$ cat src/rtl/c3po_gearbox.sv
// c3po_gearbox: wide-to-narrow packet gearbox with per-packet port filtering.
//
// Each accepted input beat (IN_BYTES_P bytes) that belongs to a passing packet
// is registered and replayed as ceil(vbc/OUT_BYTES_P) output beats of
// OUT_BYTES_P bytes, starting the cycle after acceptance. Packets are passed
// when CTRL.port_enable is set and the sop id equals CFG.port_id. Otherwise
// they are dropped. Passed and dropped packets are counted in saturating
// counters. Config and counters are reachable over the c3po register interface.
//
// Optional build macro: C3PO_CNT_CLR_ON_READ_EN -- a register read of CNT0/CNT1
// clears that counter in the ack cycle (an increment in the same cycle leaves 1).
//
// Ports:
//   sig_clock, sig_reset        clock, synchronous active-high reset
//   sig_sop/eop/val/vbc/id/data input beat; sig_ready = beat accepted with val
//   sig_o_sop/eop/val/vbc/data  output beat (no backpressure)
//   sig_cnt0_val, sig_cnt1_val  passed / dropped packet counters
//   sig_cfg_port_id             CFG register, sig_ctrl_port_enable CTRL bit 0
//   sig_addr/req/rd_wr/write_val register request; sig_read_val/sig_ack reply
module c3po_gearbox #(
  parameter int IN_BYTES_P  = 160,
  parameter int OUT_BYTES_P = 32,
  parameter int VBC_W_P     = 8,
  parameter int ID_W_P      = 4,
  parameter int CNT_SIZE_P  = 8,
  parameter int ADDR_SIZE_P = 6
) (
  input  logic                     sig_clock,
  input  logic                     sig_reset,
  input  logic                     sig_sop,
  input  logic                     sig_eop,
  input  logic                     sig_val,
  input  logic [VBC_W_P-1:0]       sig_vbc,
  input  logic [ID_W_P-1:0]        sig_id,
  input  logic [IN_BYTES_P*8-1:0]  sig_data,
  output logic                     sig_ready,
  output logic                     sig_o_sop,
  output logic                     sig_o_eop,
  output logic                     sig_o_val,
  output logic [VBC_W_P-1:0]       sig_o_vbc,
  output logic [OUT_BYTES_P*8-1:0] sig_o_data,
  output logic [CNT_SIZE_P-1:0]    sig_cnt0_val,
  output logic [CNT_SIZE_P-1:0]    sig_cnt1_val,
  output logic [ID_W_P-1:0]        sig_cfg_port_id,
  output logic                     sig_ctrl_port_enable,
  input  logic [ADDR_SIZE_P-1:0]   sig_addr,
  input  logic                     sig_req,
  input  logic                     sig_rd_wr,
  input  logic [31:0]              sig_write_val,
  output logic [31:0]              sig_read_val,
  output logic                     sig_ack
);

  localparam int IN_W  = IN_BYTES_P * 8;
  localparam int OUT_W = OUT_BYTES_P * 8;
  localparam logic [VBC_W_P-1:0] OUT_BYTES_V = VBC_W_P'(OUT_BYTES_P);
  localparam logic [VBC_W_P-1:0] IN_BYTES_V  = VBC_W_P'(IN_BYTES_P);

  localparam logic [ADDR_SIZE_P-1:0] ADDR_CTRL   = ADDR_SIZE_P'(0);
  localparam logic [ADDR_SIZE_P-1:0] ADDR_CFG    = ADDR_SIZE_P'(1);
  localparam logic [ADDR_SIZE_P-1:0] ADDR_CNT0   = ADDR_SIZE_P'(2);
  localparam logic [ADDR_SIZE_P-1:0] ADDR_CNT1   = ADDR_SIZE_P'(3);
  localparam logic [ADDR_SIZE_P-1:0] ADDR_STATUS = ADDR_SIZE_P'(4);

  typedef enum logic {IDLE = 1'b0, SPLIT = 1'b1} state_e;

  state_e                state_q, state_d;
  logic [IN_W-1:0]       data_q, data_d;
  logic [VBC_W_P-1:0]    rem_q, rem_d;
  logic                  sop_q, sop_d, eop_q, eop_d;
  logic                  in_pkt_q, in_pkt_d, pass_q, pass_d;
  logic [CNT_SIZE_P-1:0] cnt0_q, cnt0_d, cnt1_q, cnt1_d;
  logic                  ctrl_en_q, ctrl_en_d;
  logic [ID_W_P-1:0]     cfg_id_q, cfg_id_d;
  logic                  ack_q, ack_d;
  logic [31:0]           rdata_q, rdata_d;

  logic                  last_beat, accept, beat_pass, beat_emit, pkt_end;
  logic                  reg_rd, reg_wr;
  logic [VBC_W_P-1:0]    vbc_in, out_vbc;
  logic                  unused_wr_bits;

  function automatic logic [CNT_SIZE_P-1:0] sat_inc(input logic [CNT_SIZE_P-1:0] v);
    return (&v) ? v : v + CNT_SIZE_P'(1);
  endfunction

  function automatic logic [VBC_W_P-1:0] clamp_bytes(input logic [VBC_W_P-1:0] v,
                                                      input logic [VBC_W_P-1:0] lim);
    return (v > lim) ? lim : v;
  endfunction

  assign unused_wr_bits = ^sig_write_val;

  // Input acceptance and per-packet filter decision
  always_comb begin
    last_beat = (rem_q <= OUT_BYTES_V);
    accept    = sig_val && sig_ready;
    vbc_in    = clamp_bytes(sig_vbc, IN_BYTES_V);
    // sop takes a fresh decision; later beats inherit it only inside a packet
    beat_pass = sig_sop ? (ctrl_en_q && (sig_id == cfg_id_q)) : (in_pkt_q && pass_q);
    beat_emit = accept && beat_pass && (vbc_in != '0);
    pkt_end   = accept && sig_eop && (sig_sop || in_pkt_q);
    reg_rd    = sig_req && sig_rd_wr;
    reg_wr    = sig_req && !sig_rd_wr;
  end

  // Next-state / split datapath
  always_comb begin
    state_d = state_q;
    data_d  = data_q;
    rem_d   = rem_q;
    sop_d   = sop_q;
    eop_d   = eop_q;
    if (state_q == SPLIT && !last_beat) begin
      data_d = data_q >> OUT_W;
      rem_d  = rem_q - OUT_BYTES_V;
      sop_d  = 1'b0;
    end else if (beat_emit) begin
      state_d = SPLIT;
      data_d  = sig_data;
      rem_d   = vbc_in;
      sop_d   = sig_sop;
      eop_d   = sig_eop;
    end else begin
      state_d = IDLE;
    end
  end

  // Packet tracking, counters and register file
  always_comb begin
    in_pkt_d  = in_pkt_q;
    pass_d    = pass_q;
    cnt0_d    = cnt0_q;
    cnt1_d    = cnt1_q;
    ctrl_en_d = ctrl_en_q;
    cfg_id_d  = cfg_id_q;
    ack_d     = sig_req;
    rdata_d   = '0;
    if (accept) begin
      if (sig_sop) begin
        pass_d   = beat_pass;
        in_pkt_d = !sig_eop;
      end else if (sig_eop) begin
        in_pkt_d = 1'b0;
      end
    end
    if (pkt_end && beat_pass)  cnt0_d = sat_inc(cnt0_q);
    if (pkt_end && !beat_pass) cnt1_d = sat_inc(cnt1_q);
    if (reg_wr) begin
      if (sig_addr == ADDR_CTRL) ctrl_en_d = sig_write_val[0];
      if (sig_addr == ADDR_CFG)  cfg_id_d  = sig_write_val[ID_W_P-1:0];
    end
    if (reg_rd) begin
      case (sig_addr)
        ADDR_CTRL:   rdata_d[0]   = ctrl_en_q;
        ADDR_CFG:    rdata_d      = 32'(cfg_id_q);
        ADDR_CNT0:   rdata_d      = 32'(cnt0_q);
        ADDR_CNT1:   rdata_d      = 32'(cnt1_q);
        ADDR_STATUS: rdata_d[1:0] = {in_pkt_q, state_q == SPLIT};
        default:     rdata_d      = '0;
      endcase
    end
`ifdef C3PO_CNT_CLR_ON_READ_EN
    if (reg_rd && sig_addr == ADDR_CNT0)
      cnt0_d = (pkt_end && beat_pass) ? CNT_SIZE_P'(1) : '0;
    if (reg_rd && sig_addr == ADDR_CNT1)
      cnt1_d = (pkt_end && !beat_pass) ? CNT_SIZE_P'(1) : '0;
`endif
  end

  // Control state register
  always_ff @(posedge sig_clock) begin
    if (sig_reset) begin
      state_q   <= IDLE;
      rem_q     <= '0;
      sop_q     <= 1'b0;
      eop_q     <= 1'b0;
      in_pkt_q  <= 1'b0;
      pass_q    <= 1'b0;
      cnt0_q    <= '0;
      cnt1_q    <= '0;
      ctrl_en_q <= 1'b0;
      cfg_id_q  <= '0;
      ack_q     <= 1'b0;
      rdata_q   <= '0;
    end else begin
      state_q   <= state_d;
      rem_q     <= rem_d;
      sop_q     <= sop_d;
      eop_q     <= eop_d;
      in_pkt_q  <= in_pkt_d;
      pass_q    <= pass_d;
      cnt0_q    <= cnt0_d;
      cnt1_q    <= cnt1_d;
      ctrl_en_q <= ctrl_en_d;
      cfg_id_q  <= cfg_id_d;
      ack_q     <= ack_d;
      rdata_q   <= rdata_d;
    end
  end

  // Beat data register; outputs are gated by state so it needs no reset
  always_ff @(posedge sig_clock) begin
    data_q <= data_d;
  end

  // Outputs
  assign sig_ready = (state_q == IDLE) || last_beat;

  always_comb begin
    out_vbc    = clamp_bytes(rem_q, OUT_BYTES_V);
    sig_o_val  = (state_q == SPLIT);
    sig_o_sop  = (state_q == SPLIT) && sop_q;
    sig_o_eop  = (state_q == SPLIT) && eop_q && last_beat;
    sig_o_vbc  = (state_q == SPLIT) ? out_vbc : '0;
    sig_o_data = '0;
    if (state_q == SPLIT) begin
      for (int k = 0; k < OUT_BYTES_P; k++) begin
        if (VBC_W_P'(k) < out_vbc) sig_o_data[8*k +: 8] = data_q[8*k +: 8];
      end
    end
  end

  assign sig_cnt0_val         = cnt0_q;
  assign sig_cnt1_val         = cnt1_q;
  assign sig_cfg_port_id      = cfg_id_q;
  assign sig_ctrl_port_enable = ctrl_en_q;
  assign sig_read_val         = rdata_q;
  assign sig_ack              = ack_q;

endmodule

$ cat config.mk
export PLATFORM = sky130hd
export DESIGN_NAME = c3po_gearbox
export DESIGN_NICKNAME = d
export VERILOG_FILES = /design/src/rtl/c3po_gearbox.sv
export SDC_FILE = /design/constraint.sdc
export NUM_CORES = 2
export LEC_CHECK = 0
export CAP_MARGIN = 20
export CELL_PAD_IN_SITES_DETAIL_PLACEMENT = 1
export CELL_PAD_IN_SITES_GLOBAL_PLACEMENT = 1
export CORE_AREA = 3 3 652 654
export CTS_CLUSTER_SIZE = 20
export DETAILED_ROUTE_END_ITERATION = 6
export DIE_AREA = 0 0 655 657
export GPL_TIMING_DRIVEN = 0
export PLACE_DENSITY = 0.44
export SYNTH_ARGS = -nofsm -noshare
export SYNTH_HDL_FRONTEND = slang
export SYNTH_SLANG_ARGS = --single-unit
$ cat constraint.sdc
create_clock -name sig_clock -period 16.9 [get_ports sig_clock]
set_clock_uncertainty 0.1 [all_clocks]
set_input_delay 3.38 -clock sig_clock [delete_from_list [all_inputs] [get_ports sig_clock]]
set_output_delay 3.38 -clock sig_clock [all_outputs]
set_load 0.05 [all_outputs]
==> summary by stage <==
GRT
For this run, the total global-route usage over all layers was measured as 0.180. The initial antenna violation count is 391. Entering global routing, the biggest net connects 121 pins. The total congestion overflow is 0. The via count of the first global-routing pass is 50.9k. The first global-routing pass estimated 512,000 um of wire.

Floorplan
After floorplanning, the core was divided into 238 placement rows. The initial utilization of the core area, before any placement, comes to 0.132. The chip height is 657 um. The number of placed I/O pins is 1,659. The die span in x is 655 um. The die covers 430,000 sq um. The core outline area is 420,000 sq um.

STA
The count of final hold-check violations is 0. Setup repair after global routing left no endpoint under its margin. Setup violations remaining at the end of the flow were counted as 0. The worst path meets setup with 8390 ps of slack. The routed design could run at a clock period as short as 8510 ps. The worst slew margin relative to its limit is 0.235.

The final period utilization is 0.504. The slew of the pin with the lowest slew margin is 1150 ps. The highest attainable clock frequency is 118 MHz. The max-slew violation count was 0.

Cells and area
The fill cell total of the finished layout is 48.4k. The final layout contains 8,682 nets. Of the cells placed in the final design, the portion with a size suffix greater than 1 is 0.0661.

The number of standard cells in the final layout excluding fillers is 13.1k. The area growth from synthesis to layout is 53.8%.

Clock tree
The maximum clock path buffer count is 4. The clock buffer count from CTS is 182. The clock tree synthesis step divided the H-tree into 4 levels.

The clock net in this run drives a total of 1,323 sinks. The clock insertion delay at the later pin of the skew report is 850 ps. The post-cts hold buffer count is 0.

The tree is rooted in a sky130_fd_sc_hd__clkbuf_16. Once the clock tree was built, the setup fixing pass inserted 0 buffers. The number of cells upsized or downsized after cts is 0. Clock-pin slew was measured on the worst setup and hold paths at 50 ps.

The CTS tree is built.

Synthesis
Of the synthesized area, sequential elements account for 0.664. After synthesis, the cell types taking the most area are sky130_fd_sc_hd__edfxtp_1 (56%), sky130_fd_sc_hd__nand2_1 (21%), sky130_fd_sc_hd__dfxtp_1 (11%), sky130_fd_sc_hd__a22o_1 (4.1%), sky130_fd_sc_hd__and2_1 (2.3%). For this run, the leading register cell type out of synthesis is sky130_fd_sc_hd__edfxtp_1. The cell type with the largest total area after synthesis is sky130_fd_sc_hd__edfxtp_1.

The mean instance size in the synthesized netlist is 10.0 sq um. The post-synthesis sequential element count is 1,323. The count of unique library cells instantiated by Yosys is 60.

In this run the cell area of the synthesized design comes to 55,300 sq um. Counting every instance in the synthesized netlist gives 5,502. Of the post-synthesis cell area, the dominant cell type holds 0.556. Of all flip-flops after synthesis, the portion carrying an async set or reset was 0. The number of synthesized flops with an enable pin is 1,024. For this run, the number of Yosys warnings is 0.

Power and ir drop
The switching component of the power is 0.00188 W. The worst IR drop on VDD is 69.8 uV. For this design the static power due to leakage is 32.3 nW. Of the total power, registers draw 0.443. The power per cell area is 92.9 nW/um^2. The internal power of the cells totals 0.00602 W.

The share of total power in the clock network is 0.486. The switching share of total power is 0.238. The share of total power dissipated in combinational logic is 0.071. The overall power of the completed layout is 0.00790 W.

Critical path
The minimum setup slack among reg-to-reg paths is 11,890 ps. For the worst setup path, the data required time is 13,420 ps. In this run the worst path has a maximum fanout of 10.

Data on the critical path arrives at its endpoint at 5030 ps. The path type of the worst setup path is reg2out. The worst reg-to-reg path cell count is 10. The worst register-to-register path ends at data_q[147]. The type of origin of the critical path is a flip-flop.

The worst setup path is captured at a primary output. The worst register-to-register path begins at sig_cfg_port_id[0].

Drt
For this run, design rule violations remaining after detail routing come to 0. The wire length per cell after detailed routing is 30.6 um. Summed over all layers, the routed wires come to 401,000 um.

The number of nets with antenna violations after routing is 0. The detailed router placed 49.8k vias in this run. The first routing iteration left 4,229 violations.

The number of detailed-route iterations in the first pass is 6. The detailed-route vias per instance is 3.80.

Placed design
At the end of routability-driven placement, the weighted congestion stood at 0.932. The worst slack at placement is 8080 ps. The count of input and output buffers is 1,601. Once placement completed, the tool counted placed cells totaling 12.7k.

Detailed placement finished with a half-perimeter wire length of 340,000 um.

Min path
The number of cells on the worst hold path is 1. The startpoint of the worst hold path is data_q[1049]. The worst min-delay path class is reg2reg. The worst hold path terminates at data_q[1049].

Status
The run finished with clean final reports.

Run
Across the run, the number of max-cap violations was 0.
==> layout by cell type, fill, tap and decap left out, drive strengths merged, types with 4 or more instances in the layout <==
| master | count |
|---|---|
| bufinv | 5 |
| inv | 20 |
| mux2 | 8 |
| o21a | 7 |
| o21ai | 9 |
| a311oi | 4 |
| buf | 196 |
| nand2 | 3105 |
| nand3 | 8 |
| a22o | 256 |
| conb | 26 |
| and3 | 25 |
| a31oi | 10 |
| clkdlybuf4s50 | 1601 |
| edfxtp | 1024 |
| a21oi | 24 |
| and2 | 204 |
| clkbuf | 429 |
| clkinv | 60 |
| diode | 80 |
| nand4 | 11 |
| o31a | 4 |
| nor2 | 33 |
| mux2i | 16 |
| o31ai | 6 |
| nor2b | 50 |
| nor3 | 13 |
| dfxtp | 299 |
==> worst max-delay path by stage <==
stage,from,to,slack [ps],cells past startpoint
after floorplan,sig_id[3],data_q[0],750,6
after global placement,sig_id[3],data_q[102],-9300,7
after detailed placement,sig_id[1],data_q[145],8080,11
after CTS,rem_q[7],sig_o_data[165],8110,6
after global routing,rem_q[7],sig_ready,8020,7
final,rem_q[7],sig_o_data[165],8390,6
==> cells by family (layout without fill, tap and decap cells) <==
group                      Yosys count  count (layout)  synth area share
and+or+nand+nor                   3467            3467             0.251
AOI/OAI and AO/OA                  334             334            0.0503
other                                1             106         0.0000678
muxes                               25              25           0.00493
adders and majority gates            3               3          0.000679
xor gates and xnor gates             4               4          0.000634
buffers and inverters              345            2312            0.0282
DFF                               1323            1323             0.664
==> power by group through the flow <==
stage	sequential (W)	combinational (W)	clock [W]
after floorplan	0.00357	0.000118	0
after CTS	0.00350	0.000564	0.00399
final	0.00350	0.000560	0.00384
after detailed placement	0.00357	0.000560	0
after global placement	0.00357	0.000559	0
after global routing	0.00350	0.000598	0.00410
==> cells in the mapped netlist, types with 4 or more instances <==
cell,instances
sky130_fd_sc_hd__a21oi_1,22
sky130_fd_sc_hd__a22o_1,256
sky130_fd_sc_hd__a311oi_1,4
sky130_fd_sc_hd__a31oi_1,9
sky130_fd_sc_hd__and2_1,204
sky130_fd_sc_hd__and3_1,25
sky130_fd_sc_hd__buf_1,8
sky130_fd_sc_hd__buf_2,131
sky130_fd_sc_hd__buf_4,27
sky130_fd_sc_hd__clkbuf_1,168
sky130_fd_sc_hd__dfxtp_1,299
sky130_fd_sc_hd__edfxtp_1,1024
sky130_fd_sc_hd__inv_1,8
sky130_fd_sc_hd__mux2_2,6
sky130_fd_sc_hd__mux2i_1,16
sky130_fd_sc_hd__nand2_1,3105
sky130_fd_sc_hd__nand3_1,8
sky130_fd_sc_hd__nand4_1,11
sky130_fd_sc_hd__nor2_1,33
sky130_fd_sc_hd__nor2b_1,50
sky130_fd_sc_hd__nor3_1,11
sky130_fd_sc_hd__o21a_1,7
sky130_fd_sc_hd__o21ai_0,6
sky130_fd_sc_hd__o31a_1,4
sky130_fd_sc_hd__o31ai_1,5
==> layout make-up <==
cell class              instances  area (sq um)  share of cell area
clock inverters                75           633             0.00744
well taps                    5520          6910              0.0812
repair buffers               1631         16700               0.196
flip-flops and latches       1323         36700               0.432
plain buffers                 334          1540              0.0181
clock buffers                 261          5140              0.0605
inverters                      11          48.8            0.000574
diodes                         80           200             0.00235
multi-input cells            3859         17200               0.202
==> critical path, cell delays in order, from the launching register on <==
cell                              delay [ps]
sky130_fd_sc_hd__dfxtp_1                 400
sky130_fd_sc_hd__or3_1                   480
sky130_fd_sc_hd__clkbuf_1                310
sky130_fd_sc_hd__nor2_1                  810
sky130_fd_sc_hd__o31a_1                  870
sky130_fd_sc_hd__and2_1                  320
sky130_fd_sc_hd__clkdlybuf4s50_1         930
==> per-stage QoR <==
stage	setup TNS, ps	util	hold slack (ps)	cell area, sq um
2_1_floorplan	0	-	349	55400
3_3_place_gp	-8881490	0.187	361	78300
3_5_place_dp	0	0.188	363	79100
4_1_cts	0	0.202	381	84800
5_1_grt	0	0.202	391	84900
6_report	0	0.203	376	85000
==> flip-flops by register name, summed over array words and instances (netlist names) <==
name,count
in_pkt_q,1
sig_ctrl_port_enable,1
sig_o_val,1
sig_ack,1
sop_q,1
rem_q,8
pass_q,1
sig_cnt1_val,8
sig_cnt0_val,8
sig_cfg_port_id,4
sig_read_val,8
eop_q,1
data_q,1280
==> per-layer routing <==
layer | track usage | up-vias | share of wire
met4 | 0.0435 | 28 | 0.026
li1 | - | 22000 | -
met1 | 0.244 | 24800 | 0.45
met3 | 0.0321 | 763 | 0.060
met5 | 0 | - | 0.00044
met2 | 0.294 | 2205 | 0.46
(Power assumes the default switching activity.)
